$ cat config.mk
export PLATFORM = sky130hd
export DESIGN_NAME = pixel_state_ctrl
export DESIGN_NICKNAME = d
export VERILOG_FILES = /design/src/rtl/pixel_state_ctrl.sv
export SDC_FILE = /design/constraint.sdc
export NUM_CORES = 1
export LEC_CHECK = 0
export CAP_MARGIN = 20
export CORE_ASPECT_RATIO = 1.5
export CORE_MARGIN = 4
export CORE_UTILIZATION = 60
export CTS_CLUSTER_DIAMETER = 200
export DETAILED_ROUTE_END_ITERATION = 8
export PLACE_DENSITY = 0.84
export SYNTH_ARGS = -nofsm -noshare
export SYNTH_HDL_FRONTEND = slang
export SYNTH_SLANG_ARGS = --single-unit
$ cat constraint.sdc
create_clock -name clk -period 3.86 [get_ports clk]
set_input_delay 0.965 -clock clk [delete_from_list [all_inputs] [get_ports clk]]
set_output_delay 0.965 -clock clk [all_outputs]
set_load 0.1 [all_outputs]
$ cat src/rtl/pixel_state_ctrl.sv
// Frame sequencer for the pixel array: erase, expose, ramp conversion, then handshaked row readout.
// Optional build macro PIXEL_STATE_CTRL_CONTINUOUS_EN: frames repeat back to back without returning to IDLE.
//
// state         | meaning
// S_IDLE        | waiting for start; all lines low
// S_ERASE       | ERASE held high for C_ERASE_CYCLES clocks
// S_EXPOSE      | EXPOSE held high for C_EXPOSE_CYCLES clocks
// S_CONVERT     | RAMP high, COUNTER sweeps up from 0
// S_READ_SETTLE | selected row's READ high, data bus settling
// S_READ_XFER   | selected row's data offered with row_valid, waiting for row_ready
module pixel_state_ctrl #(
  parameter int PIXEL_ARRAY_HEIGHT = 2,
  parameter int C_ERASE_CYCLES     = 5,
  parameter int C_EXPOSE_CYCLES    = 255,
  parameter int C_CONVERT_CYCLES   = 255,
  localparam int ROW_W = (PIXEL_ARRAY_HEIGHT > 1) ? $clog2(PIXEL_ARRAY_HEIGHT) : 1
) (
  input  logic                          clk,
  input  logic                          reset,
  input  logic                          start,
  output logic                          ERASE,
  output logic                          EXPOSE,
  output logic                          RAMP,
  output logic [7:0]                    COUNTER,
  output logic [PIXEL_ARRAY_HEIGHT-1:0] READ,
  output logic [ROW_W-1:0]              row_sel,
  output logic                          row_valid,
  input  logic                          row_ready,
  output logic                          busy,
  output logic                          frame_done
);

  typedef enum logic [2:0] {
    S_IDLE, S_ERASE, S_EXPOSE, S_CONVERT, S_READ_SETTLE, S_READ_XFER
  } state_t;

  localparam logic [15:0]      ERASE_LOAD   = 16'(C_ERASE_CYCLES - 1);
  localparam logic [15:0]      EXPOSE_LOAD  = 16'(C_EXPOSE_CYCLES - 1);
  localparam logic [15:0]      CONVERT_LOAD = 16'(C_CONVERT_CYCLES - 1);
  localparam logic [ROW_W-1:0] LAST_ROW     = ROW_W'(PIXEL_ARRAY_HEIGHT - 1);

  state_t                        state_q, state_d;
  logic [15:0]                   timer_q, timer_d;
  logic [7:0]                    cnt_d;
  logic [ROW_W-1:0]              row_d;
  logic                          pend_q, pend_d;
  logic [PIXEL_ARRAY_HEIGHT-1:0] read_d;

  // Phase timers count down from (cycles-1); the phase ends on the terminal count of zero.
  always_comb begin
    state_d = state_q;
    timer_d = timer_q;
    row_d   = row_sel;
    cnt_d   = 8'd0;
    pend_d  = 1'b0;
    case (state_q)
      S_IDLE: begin
        // pend_q keeps IDLE alive for the frame_done cycle before start is honoured
        if (start && !pend_q) begin
          state_d = S_ERASE;
          timer_d = ERASE_LOAD;
        end
      end
      S_ERASE: begin
        if (timer_q == 16'd0) begin
          state_d = S_EXPOSE;
          timer_d = EXPOSE_LOAD;
        end else begin
          timer_d = timer_q - 16'd1;
        end
      end
      S_EXPOSE: begin
        if (timer_q == 16'd0) begin
          state_d = S_CONVERT;
          timer_d = CONVERT_LOAD;
        end else begin
          timer_d = timer_q - 16'd1;
        end
      end
      S_CONVERT: begin
        if (timer_q == 16'd0) begin
          state_d = S_READ_SETTLE;
          row_d   = '0;
        end else begin
          timer_d = timer_q - 16'd1;
          cnt_d   = COUNTER + 8'd1;
        end
      end
      S_READ_SETTLE: state_d = S_READ_XFER;
      S_READ_XFER: begin
        if (row_ready) begin
          if (row_sel == LAST_ROW) begin
            pend_d = 1'b1;
            row_d  = '0;
`ifdef PIXEL_STATE_CTRL_CONTINUOUS_EN
            state_d = S_ERASE;
            timer_d = ERASE_LOAD;
`else
            state_d = S_IDLE;
`endif
          end else begin
            row_d   = row_sel + ROW_W'(1);
            state_d = S_READ_SETTLE;
          end
        end
      end
      default: state_d = S_IDLE;
    endcase
  end

  always_comb begin
    read_d = '0;
    if (state_d == S_READ_SETTLE || state_d == S_READ_XFER) read_d[row_d] = 1'b1;
  end

  always_ff @(posedge clk or posedge reset) begin
    if (reset) begin
      state_q    <= S_IDLE;
      timer_q    <= '0;
      pend_q     <= 1'b0;
      row_sel    <= '0;
      ERASE      <= 1'b0;
      EXPOSE     <= 1'b0;
      RAMP       <= 1'b0;
      COUNTER    <= 8'd0;
      READ       <= '0;
      row_valid  <= 1'b0;
      busy       <= 1'b0;
      frame_done <= 1'b0;
    end else begin
      state_q    <= state_d;
      timer_q    <= timer_d;
      pend_q     <= pend_d;
      row_sel    <= row_d;
      ERASE      <= (state_d == S_ERASE);
      EXPOSE     <= (state_d == S_EXPOSE);
      RAMP       <= (state_d == S_CONVERT);
      COUNTER    <= cnt_d;
      READ       <= read_d;
      row_valid  <= (state_d == S_READ_XFER);
      busy       <= (state_d != S_IDLE);
      frame_done <= pend_q;
    end
  end

endmodule

==> flow_summary_export.csv <==
group,metric,value,unit
outcome,status,"finished clean",
clock_network,holdBufCountCts,0,
critical_path,slowest_stage,"clkdlybuf4s50_1",
drt,wl_per_cell,18.11,um
finish,area_delta_synth_final,15.38,%
synthesis,ys_seq_area_share,45.91,%
timing,slew-limit-headroom,33.47,%
synthesis,ys.flop_type,"dfrtp_1",
critical_path,worstPathMaxFanout,8,
drt,route.detailed.drc,0,
power,total_power,1.629,mW
timing,finalSetupTns,0,ns
power,pwr-share-comb,43.7,%
power,p_int,0.8607,mW
finish,num_antenna_cells,0,
power,swShare,47.17,%
timing,slew_violations,0,
hold_path,min_path_type,"flip-flop to flip-flop",
timing,finalHoldViolCount,0,
critical_path,cp_data_arrival_time,1.94,ns
timing,rsz0062_at_grt,"false",
finish,drive_gt1_share,7.113,%
synthesis,syn_area,2017,um2
synthesis,synth.avg_cell_area,9.168,um2
global_routing,grt_pass1_vias,1823,
placement,finalWeightedCongestion,0.9702,
clock_network,cts_resized,0,
drt,viasPerCell,6.670,
synthesis,synth_edf_count,0,
die,fp.coreArea,3191,um2
global_routing,track_usage,24.90,%
synthesis,synthCells,220,
synthesis,synth_top_family_by_area,"simple AND/OR/NAND/NOR gates",
synthesis,synth_xor_area_share,3.040,%
placement,dp_hpwl,3564,um
finish,nNetsFinal,246,
global_routing,grt_max_degree,38,
timing,tightest_slew,0.9948,ns
drt,drtPass1Iterations,5,
critical_path,crit_chain,"clkdlybuf4s50_1",
critical_path,worstSetupStartpointType,"flip-flop",
global_routing,antenna_found_initial,0,
drt,route.antenna.remaining_nets,0,
die,fp.dieH,79.01,um
critical_path,cpLargestDelayFamily,"buffers and inverters",
run,cap_violations,0,
clock_network,postCtsSetupRepairBufs,0,
power,leakagePower,1.044,nW
die,die_x,55.34,um
timing,fin_crit_sh,75.19,%
global_routing,grt_pass1_wl,8631,um
clock_network,h-tree-depth,2,
synthesis,synthAdderAreaFrac,2.481,%
finish,nFillCells,261,
die,pin_count,21,
clock_network,clk_pin_slew,0.07,ns
drt,vias,1861,
critical_path,crit_buf_inv,1,
clock_network,clock_path_buffers,2,
clock_network,cts_sinks,37,
power,peakVddDrop,527.6,uV
synthesis,ys_seq_elements,37,
critical_path,critPathMaxStageDelay,1.18,ns
critical_path,critPathRequiredTime,2.89,ns
drt,wirelength,5052,um
power,powerDensity,700.1,nW/um2
synthesis,synth_nets,228,
synthesis,synth_compound_area_share,19.85,%
synthesis,synth_cell_type_count,45,
finish,seq_area,925.9,um2
synthesis,yosys.area_share.simple,23.70,%
placement,io_buffers,20,
clock_network,ctsRootBufferMaster,"clkbuf_8",
critical_path,end_kind,"output port",
power,seqPwrFrac,40.4,%
clock_network,cts_tree,"done",
synthesis,muxShareOfSynthArea,0.4963,%
die,rows,25,
global_routing,gr-total-overflow,0,
synthesis,synth-async-reset-ratio,100.0,%
critical_path,ff2ff_setup_slack,1.55,ns
finish,multi_input_area,999.7,um2
power,switching_power,0.7685,mW
clock_network,cts_buffers,5,
drt,drtIter0Drc,85,
power,clkPwrFrac,16.0,%
timing,layout_min_cycle_time,2.903,ns
synthesis,ys.warnings.count,0,
critical_path,critical_path_class,"flip-flop to output port",
timing,fmax,344.5,MHz
timing,finClkSkew,0.004105,ns
die,start_util,63.22,%
timing,setup_viol,0,
die,die_area,4372,um2
clock_network,worstSkewPairLatency,0.29,ns
power groups by stage:
stage               clock (mW)  combinational, mW  sequential, mW
global placement             0              0.664           0.646
detailed placement           0              0.698           0.655
global route             0.278              0.781           0.676
floorplan                    0              0.434           0.728
CTS                      0.263              0.706           0.650
finish                   0.260              0.711           0.658
registers in the layout, indices dropped and copies added (netlist names):
| name | count |
|---|---|
| RAMP | 1 |
| EXPOSE | 1 |
| row_sel | 1 |
| state_q | 3 |
| busy | 1 |
| timer_q | 16 |
| frame_done | 1 |
| READ | 2 |
| COUNTER | 8 |
| row_valid | 1 |
| ERASE | 1 |
| pend_q | 1 |
cell usage in the layout (no fill, tap or decap), types with 2 or more instances in the layout:
master / Yosys / final
a211oi_1: 3 / 3
a21o_1: 2 / 2
a21oi_1: 13 / 13
a221o_1: 2 / 2
a221oi_1: 2 / 2
a31oi_1: 10 / 10
and3_1: 8 / 8
and4_1: 2 / 2
buf_4: 0 / 3
clkbuf_8: 0 / 5
clkdlybuf4s50_1: 0 / 20
clkinv_2: 0 / 2
dfrtp_1: 37 / 37
ha_1: 4 / 4
inv_1: 11 / 11
nand2_1: 12 / 12
nand2b_1: 2 / 2
nand3_1: 19 / 19
nand4_1: 6 / 6
nor2_1: 21 / 21
nor3_1: 5 / 5
nor4_1: 3 / 3
o211a_1: 2 / 2
o211ai_1: 4 / 4
o21ai_0: 9 / 9
o221ai_1: 2 / 2
o22ai_1: 2 / 2
o31ai_1: 2 / 2
or4_4: 2 / 2
xnor2_1: 2 / 2
xor2_1: 5 / 5
layer usage:
metal  share of wire [%]  wire (um)  global-route usage [%]
met3                 5.7        290                   5.366
met1                  38       1929                   28.81
met2                  53       2665                   43.60
met4                 3.3        167                   11.44
met5                   0          0                       0
cell usage after synthesis (3+ instances only):
library cell	instances	share of area, %
inv_1	11	2.0
nor2_1	21	3.9
a211oi_1	3	1.1
xor2_1	5	2.2
clkbuf_1	10	1.9
o21ai_0	9	2.2
a21oi_1	13	3.2
nor3_1	5	1.2
nand4_1	6	1.9
nand2_1	12	2.2
nor4_1	3	0.93
and3_1	8	2.5
ha_1	4	2.5
o211ai_1	4	1.5
nand3_1	19	4.7
a31oi_1	10	3.1
dfrtp_1	37	46
worst paths after layout:
kind / start / to / depth (start not counted)
max in group asynchronous: reset / timer_q[10]$_DFFE_PP0P_ / 3
hold / removal: pend_q$_DFF_PP0_ / frame_done$_DFF_PP0_ / 0
hold reg to reg: pend_q$_DFF_PP0_ / frame_done$_DFF_PP0_ / 0
setup / recovery: row_sel$_DFF_PP0_ / row_sel / 1
min in group asynchronous: reset / COUNTER[4]$_DFF_PP0_ / 3
setup reg to reg: timer_q[0]$_DFFE_PP0P_ / timer_q[14]$_DFFE_PP0P_ / 6
per-stage QoR:
| step | cells | util [%] | worst slack (ns) | instance area, um2 | hold slack, ns |
|---|---|---|---|---|---|
| 3_5_place_dp | 270 | 70.20 | 1.075 | 2240 | 0.3583 |
| 2_1_floorplan | 220 | - | 1.742 | 2017 | 0.3456 |
| 5_1_grt | 279 | 72.94 | 0.9000 | 2327 | 0.3876 |
| 4_1_cts | 278 | 72.78 | 0.9519 | 2322 | 0.3746 |
| 6_report | 279 | 72.94 | 0.9575 | 2327 | 0.3773 |
| 3_3_place_gp | 270 | 70.20 | 1.223 | 2240 | 0.3500 |
area by class of cell:
type | count | share of cell area (%)
Clock buffer | 6 | 3.118
Clock inverter | 2 | 0.4301
Inverter | 11 | 1.774
Multi-Input combinational cell | 159 | 42.96
Sequential cell | 37 | 39.78
Tap cell | 40 | 2.151
Timing Repair Buffer | 24 | 9.785
logic make-up after synthesis:
logic type | after synthesis
multiplexers | 1
AO/OA/AOI/OAI | 59
adder cells (fa/ha/maj) | 4
XOR/XNOR | 7
flip-flops | 37
AND/OR/NAND/NOR | 88
buffers and inverters | 24
Power figures use the tool's default switching activity.
